## src/rtl/hs_ifr_misc_typedefs_pkg.sv

```systemverilog
// hs_ifr_misc_typedefs_pkg: small shared enums used across the hs_unit blocks
package hs_ifr_misc_typedefs_pkg;
    typedef enum logic [1:0] {
        EDGE_POSEDGE = 2'd0,
        EDGE_NEGEDGE = 2'd1,
        EDGE_BOTH    = 2'd2
    } edge_e;
endpackage

```

## src/rtl/hs_unit_rr_pick.sv

```systemverilog
// hs_unit_rr_pick: first set request at or above ptr, wrapping modulo N
module hs_unit_rr_pick #(
    parameter  int N    = 4,
    localparam int ID_W = $clog2(N)
) (
    input  logic [N-1:0]    req,
    input  logic [ID_W-1:0] ptr,
    output logic            found,
    output logic [ID_W-1:0] idx
);
    // scan from the farthest offset down so the nearest hit is written last
    always_comb begin
        found = 1'b0;
        idx   = '0;
        for (int i = N - 1; i >= 0; i--) begin
            if (req[(int'(ptr) + i) % N]) begin
                found = 1'b1;
                idx   = ID_W'((int'(ptr) + i) % N);
            end
        end
    end
endmodule

```

## src/rtl/hs_unit_sedge_det.sv

```systemverilog
// hs_unit_sedge_det: edge detector on a clk-synchronous signal, combinational output
module hs_unit_sedge_det
    import hs_ifr_misc_typedefs_pkg::*;
#(
    parameter edge_e EDGE = EDGE_POSEDGE
) (
    input  logic clk,
    input  logic aresetn,
    input  logic sig,
    output logic edge_det
);
    logic sig_d;

    // delay register resets low so a line held high through reset shows a rising edge
    always_ff @(posedge clk or negedge aresetn)
        if (!aresetn) sig_d <= 1'b0;
        else          sig_d <= sig;

    assign edge_det = (EDGE == EDGE_POSEDGE) ? (sig & ~sig_d) :
                      (EDGE == EDGE_NEGEDGE) ? (~sig & sig_d) : (sig ^ sig_d);
endmodule

```

## src/rtl/hs_unit_edge_evt_arb.sv

```systemverilog
// hs_unit_edge_evt_arb: per-channel edge events queued in saturating counters,
// served one at a time round-robin through a registered valid/ready slot
module hs_unit_edge_evt_arb
    import hs_ifr_misc_typedefs_pkg::*;
#(
    parameter  int    N_CH  = 4,
    parameter  edge_e EDGE  = EDGE_POSEDGE,
    parameter  int    CNT_W = 2,
    localparam int    ID_W  = $clog2(N_CH)
) (
    input  logic            clk,
    input  logic            aresetn,
    input  logic [N_CH-1:0] sig_in,
    input  logic [N_CH-1:0] ch_en,
    output logic            evt_valid,
    input  logic            evt_ready,
    output logic [ID_W-1:0] evt_id,
    output logic [N_CH-1:0] ovf_sticky,
    input  logic            ovf_clr
);
    localparam logic [CNT_W-1:0] PEND_MAX = '1;

    logic [N_CH-1:0]            edge_det, inc, dec, req, ovf_set;
    logic [N_CH-1:0][CNT_W-1:0] pend;
    logic [ID_W-1:0]            rr_ptr, win;
    logic                       found, load_ok, grant;

    for (genvar i = 0; i < N_CH; i++) begin : g_ch
        hs_unit_sedge_det #(.EDGE(EDGE)) u_det (
            .clk      (clk),
            .aresetn  (aresetn),
            .sig      (sig_in[i]),
            .edge_det (edge_det[i])
        );
        assign req[i]     = |pend[i];
        assign dec[i]     = grant && (win == ID_W'(i));
        assign ovf_set[i] = inc[i] & ~dec[i] & (pend[i] == PEND_MAX);
    end

    assign inc     = edge_det & ch_en;
    assign load_ok = ~evt_valid | evt_ready;
    assign grant   = load_ok & found;

    hs_unit_rr_pick #(.N(N_CH)) u_pick (
        .req   (req),
        .ptr   (rr_ptr),
        .found (found),
        .idx   (win)
    );

    always_ff @(posedge clk or negedge aresetn)
        if (!aresetn) begin
            evt_valid <= 1'b0;
            evt_id    <= '0;
            rr_ptr    <= '0;
        end else if (load_ok) begin
            evt_valid <= found;
            if (found) begin
                evt_id <= win;
                rr_ptr <= (win == ID_W'(N_CH - 1)) ? '0 : win + 1'b1;
            end
        end

    // a grant coincident with a new edge leaves the count untouched
    always_ff @(posedge clk or negedge aresetn)
        if (!aresetn) pend <= '0;
        else
            for (int c = 0; c < N_CH; c++)
                if (inc[c] & ~dec[c] & (pend[c] != PEND_MAX)) pend[c] <= pend[c] + 1'b1;
                else if (dec[c] & ~inc[c])                    pend[c] <= pend[c] - 1'b1;

    always_ff @(posedge clk or negedge aresetn)
        if (!aresetn) ovf_sticky <= '0;
        else          ovf_sticky <= (ovf_clr ? '0 : ovf_sticky) | ovf_set;
endmodule

```

## config.mk

```make
export PLATFORM = sky130hd
export DESIGN_NAME = hs_unit_edge_evt_arb
export DESIGN_NICKNAME = d
export VERILOG_FILES = /design/src/rtl/hs_ifr_misc_typedefs_pkg.sv /design/src/rtl/hs_unit_rr_pick.sv /design/src/rtl/hs_unit_sedge_det.sv /design/src/rtl/hs_unit_edge_evt_arb.sv
export SDC_FILE = /design/constraint.sdc
export NUM_CORES = 1
export LEC_CHECK = 0
export ABC_AREA = 1
export ABC_CLOCK_PERIOD_IN_PS = 2400
export BUFFER_PORTS_ARGS = -buffer_cell sky130_fd_sc_hd__buf_2
export CORE_UTILIZATION = 53
export CTS_BUF_LIST = sky130_fd_sc_hd__clkbuf_4 sky130_fd_sc_hd__clkbuf_8
export DETAILED_ROUTE_END_ITERATION = 8
export PLACE_DENSITY_LB_ADDON = 0.1
export SLEW_MARGIN = 20
export SYNTH_ARGS = -nofsm -noshare
export SYNTH_HDL_FRONTEND = slang
export SYNTH_SLANG_ARGS = --single-unit
```

## constraint.sdc

```tcl
create_clock -name clk -period 2.4 [get_ports clk]
set_input_delay 0 -clock clk [delete_from_list [all_inputs] [get_ports clk]]
set_output_delay 0 -clock clk [all_outputs]
set_load 0.005 [all_outputs]
```

==> results.py <==
metrics = {
    "critical_path": {
        "crit_end": "pend[4]",
        "cp-startpoint": "pend[4]",
        "rr_worst_depth": 14,
        "cp.arrival_ns": 2.41,
        "cp_data_required_time_ns": 2.61,
        "rrSetupSlack_ns": 0.20,
        "crit_path_start_kind": "register",
        "crit_type": "register to register",
        "end_kind": "register",
        "r2r-end": "pend[4]",
        "r2r-start": "pend[4]",
        "critPathMaxFanout": 5,
    },
    "floorplan": {
        "start_util_pct": 56.50,
        "core-area_um2": 2212,
        "die_w_um": 50.57,
        "chipHeight_um": 50.57,
        "num_io_pins": 19,
        "dieArea_um2": 2557,
        "rows": 17,
    },
    "placed_design": {
        "pre_cts_ws_ns": 0.09675,
        "placed_cells": 214,
        "place_congestion": 0.8855,
        "portBuffers": 18,
        "place_hpwl_um": 2047,
    },
    "finish": {
        "nNetsFinal": 214,
        "final-instance-count-excl-fill": 225,
        "antenna_cells": 0,
        "drive_above_1_share_pct": 22.34,
        "postLayoutCoreUtil_pct": 67.48,
        "fill_cells": 190,
        "syn_to_final_growth_pct": 19.42,
    },
    "grt": {
        "grt_pass1_vias": 1177,
        "gr-usage-all-layers_pct": 24.31,
        "antenna_found_initial": 0,
        "grt_first_pass_wirelength_um": 4602,
        "grt_overflow": 0,
        "grt_max_degree": 22,
    },
    "logic_synthesis": {
        "synth-seq-area-share_pct": 42.04,
        "synth_compound_area_share_pct": 7.107,
        "yosys-top-cells-area": "dfrtp_1 (42%), nand2_1 (16%), nand3_1 (12%)",
        "synth_fa_ha_area_share_pct": 4.004,
        "synth_flop_cell": "dfrtp_1",
        "synth_edf_count": 0,
        "synth_top_area_share_pct": 42.04,
        "synth_cell_type_count": 24,
        "synth_fp_nets": 185,
        "ys_ff_latch": 21,
        "syn_area_um2": 1250,
        "yosysWarnings": 0,
        "synth_cells": 169,
        "synth_area_leader_cell": "dfrtp_1",
        "synth-simple-area-share_pct": 36.74,
        "synth_xor_area_share_pct": 1.401,
        "synth_common_cells": "nand2_1 (54), nand3_1 (31), dfrtp_1 (21), inv_1 (21), nor2_1 (9)",
        "async_reset_ff_share_pct": 100.0,
        "synth_top_family_by_area": "simple AND/OR/NAND/NOR gates",
        "yosysMostFrequentCell": "nand2_1",
        "synth.avg_cell_area_um2": 7.396,
        "synth.mux.area_fraction_pct": 0,
    },
    "cts": {
        "clockRootBuffer": "clkbuf_4",
        "cts_tree": "done",
        "clock_latency_ns": 0.32,
        "cts-buffers-inserted": 3,
        "clockBufferDepth": 2,
        "clk_pin_slew_worst_paths_ns": 0.13,
        "htree_levels": 1,
        "clock_sinks": 21,
    },
    "drt": {
        "wl_um": 2788,
        "ant_nets": 0,
        "drt_iter0_markers": 37,
        "first_pass_iters": 4,
        "drc": 0,
        "detail_route.wl_per_cell_um": 12.39,
        "via_count": 1205,
        "viasPerCell": 5.356,
    },
    "power": {
        "leakage_nw": 0.7850,
        "max-vdd-ir-drop_mv": 0.8378,
        "power_density_nw_per_um2": 1530,
        "p_total_w": 0.002284,
    },
    "sta": {
        "setup_viol": 0,
        "fin_ws_ns": 0.1954,
        "hold_violations": 0,
        "worst_pin_slew_ns": 0.4729,
        "rsz0062_at_grt": "no",
        "slew-limit-headroom_pct": 68.47,
        "final_period_minus_worst_setup_slack_ns": 2.205,
        "drv_slew": 0,
        "finalCritPeriodShare_pct": 91.86,
        "max_clock_freq_mhz": 453.6,
        "setup_tns_ns": 0,
        "finalClockSkew_ns": 0.01627,
    },
    "status": {
        "status": "completed",
    },
    "run": {
        "drv_cap": 0,
    },
    "min_path": {
        "hold_class": "input pin to register",
    },
}
## report_power, final
part | leakage, nW | total, W | internal, W | switching [W]
Combinational | 0.517 | 0.00147 | 0.000548 | 0.000917
Clock | 0.0139 | 0.000180 | 0.0000637 | 0.000116
Sequential | 0.254 | 0.000638 | 0.000493 | 0.000145
Total | 0.785 | 0.00228 | 0.00110 | 0.00118
## cells by family (layout without fill, tap and decap cells)
family                     after synthesis  count (layout)
AOI/OAI and AO/OA                       14              14
xor gates and xnor gates                 2               2
and+or+nand+nor                        103             103
adders and majority gates                4               4
buffers and inverters                   25              53
DFF                                     21              21
## cell type report
class / count / area [um2] / share of cell area, %
multi-input cells: 123 / 646.9 / 43.34
flip-flops and latches: 21 / 529.3 / 35.46
repair buffers: 26 / 165.2 / 11.06
inverters: 23 / 86.33 / 5.784
well taps: 28 / 35.03 / 2.347
clock buffers: 3 / 22.52 / 1.509
clock inverters: 1 / 7.507 / 0.5029
## layout by cell type, fill, tap and decap left out
cell | synthesis | routed
nand2_1 | 54 | 53
nand3_1 | 31 | 30
inv_1 | 21 | 21
dfrtp_1 | 21 | 18
buf_2 | 0 | 18
nor2_1 | 9 | 6
dlygate4sd3_1 | 0 | 6
o21ai_0 | 5 | 5
nor2_2 | 2 | 4
nand3_2 | 3 | 4
ha_1 | 4 | 4
clkbuf_4 | 0 | 3
dfrtp_2 | 0 | 3
inv_2 | 2 | 2
a21oi_2 | 1 | 2
nand2_2 | 1 | 2
o22ai_1 | 2 | 2
nand4_1 | 2 | 2
buf_4 | 0 | 2
nor2_4 | 0 | 1
xor2_1 | 1 | 1
xnor2_2 | 0 | 1
o211ai_1 | 1 | 1
or2_1 | 1 | 1
a21boi_0 | 1 | 1
a31oi_1 | 1 | 1
a21boi_2 | 1 | 1
o21ai_1 | 1 | 1
clkinvlp_4 | 0 | 1
## registers in the layout, summed over array words and instances, names as in the netlist
register and count:
ovf_sticky 4, g_ch.u_det.sig_d 4, evt_valid 1, evt_id 2, rr_ptr 2, pend 8
## metal layers
layer	up-vias	GRT usage, %	routed length (um)
li1	605	-	-
met1	548	26.10	1151
met2	41	46.67	1446
met3	11	3.636	117
met4	0	9.722	73
met5	-	0	0
## stage by stage
stage,hold WS [ns],area (um2)
2_1_floorplan,-0.2956,1250
3_3_place_gp,-0.02616,1360
3_5_place_dp,-0.01936,1360
4_1_cts,0.04272,1450
5_1_grt,0.08251,1493
6_report,0.04689,1493
## how the worst min path moves through the flow
stage	from	endpoint	slack, ns	depth (start not counted)
after global placement	aresetn	g_ch[0].u_det.sig_d	-0.03	1
final	ch_en[1]	ovf_sticky[1]	0.05	5
after global routing	ch_en[1]	ovf_sticky[1]	0.08	5
after detailed placement	aresetn	ovf_sticky[0]	-0.02	1
after floorplan	aresetn	evt_id[0]	-0.30	0
after CTS	ch_en[1]	ovf_sticky[1]	0.04	5
## worst max-delay path: stages (launching register included)
cell     delay, ns
dfrtp_1       0.45
nor2_2        0.18
nand2_1       0.10
nand3_1       0.12
nand2_1       0.10
inv_1         0.09
a21oi_2       0.06
or2_1         0.23
nand2_2       0.10
inv_1         0.06
ha_1          0.22
nand3_1       0.14
nand3_1       0.10
nand3_1       0.09
nand2_1       0.05
## what timing repair did
item	CTS	global route
gates resized for setup	0	11
endpoints found under the hold margin	29	0
setup buffers	0	1
hold buffers	6	0
setup endpoints to repair	0	12
(Power assumes the default switching activity.)
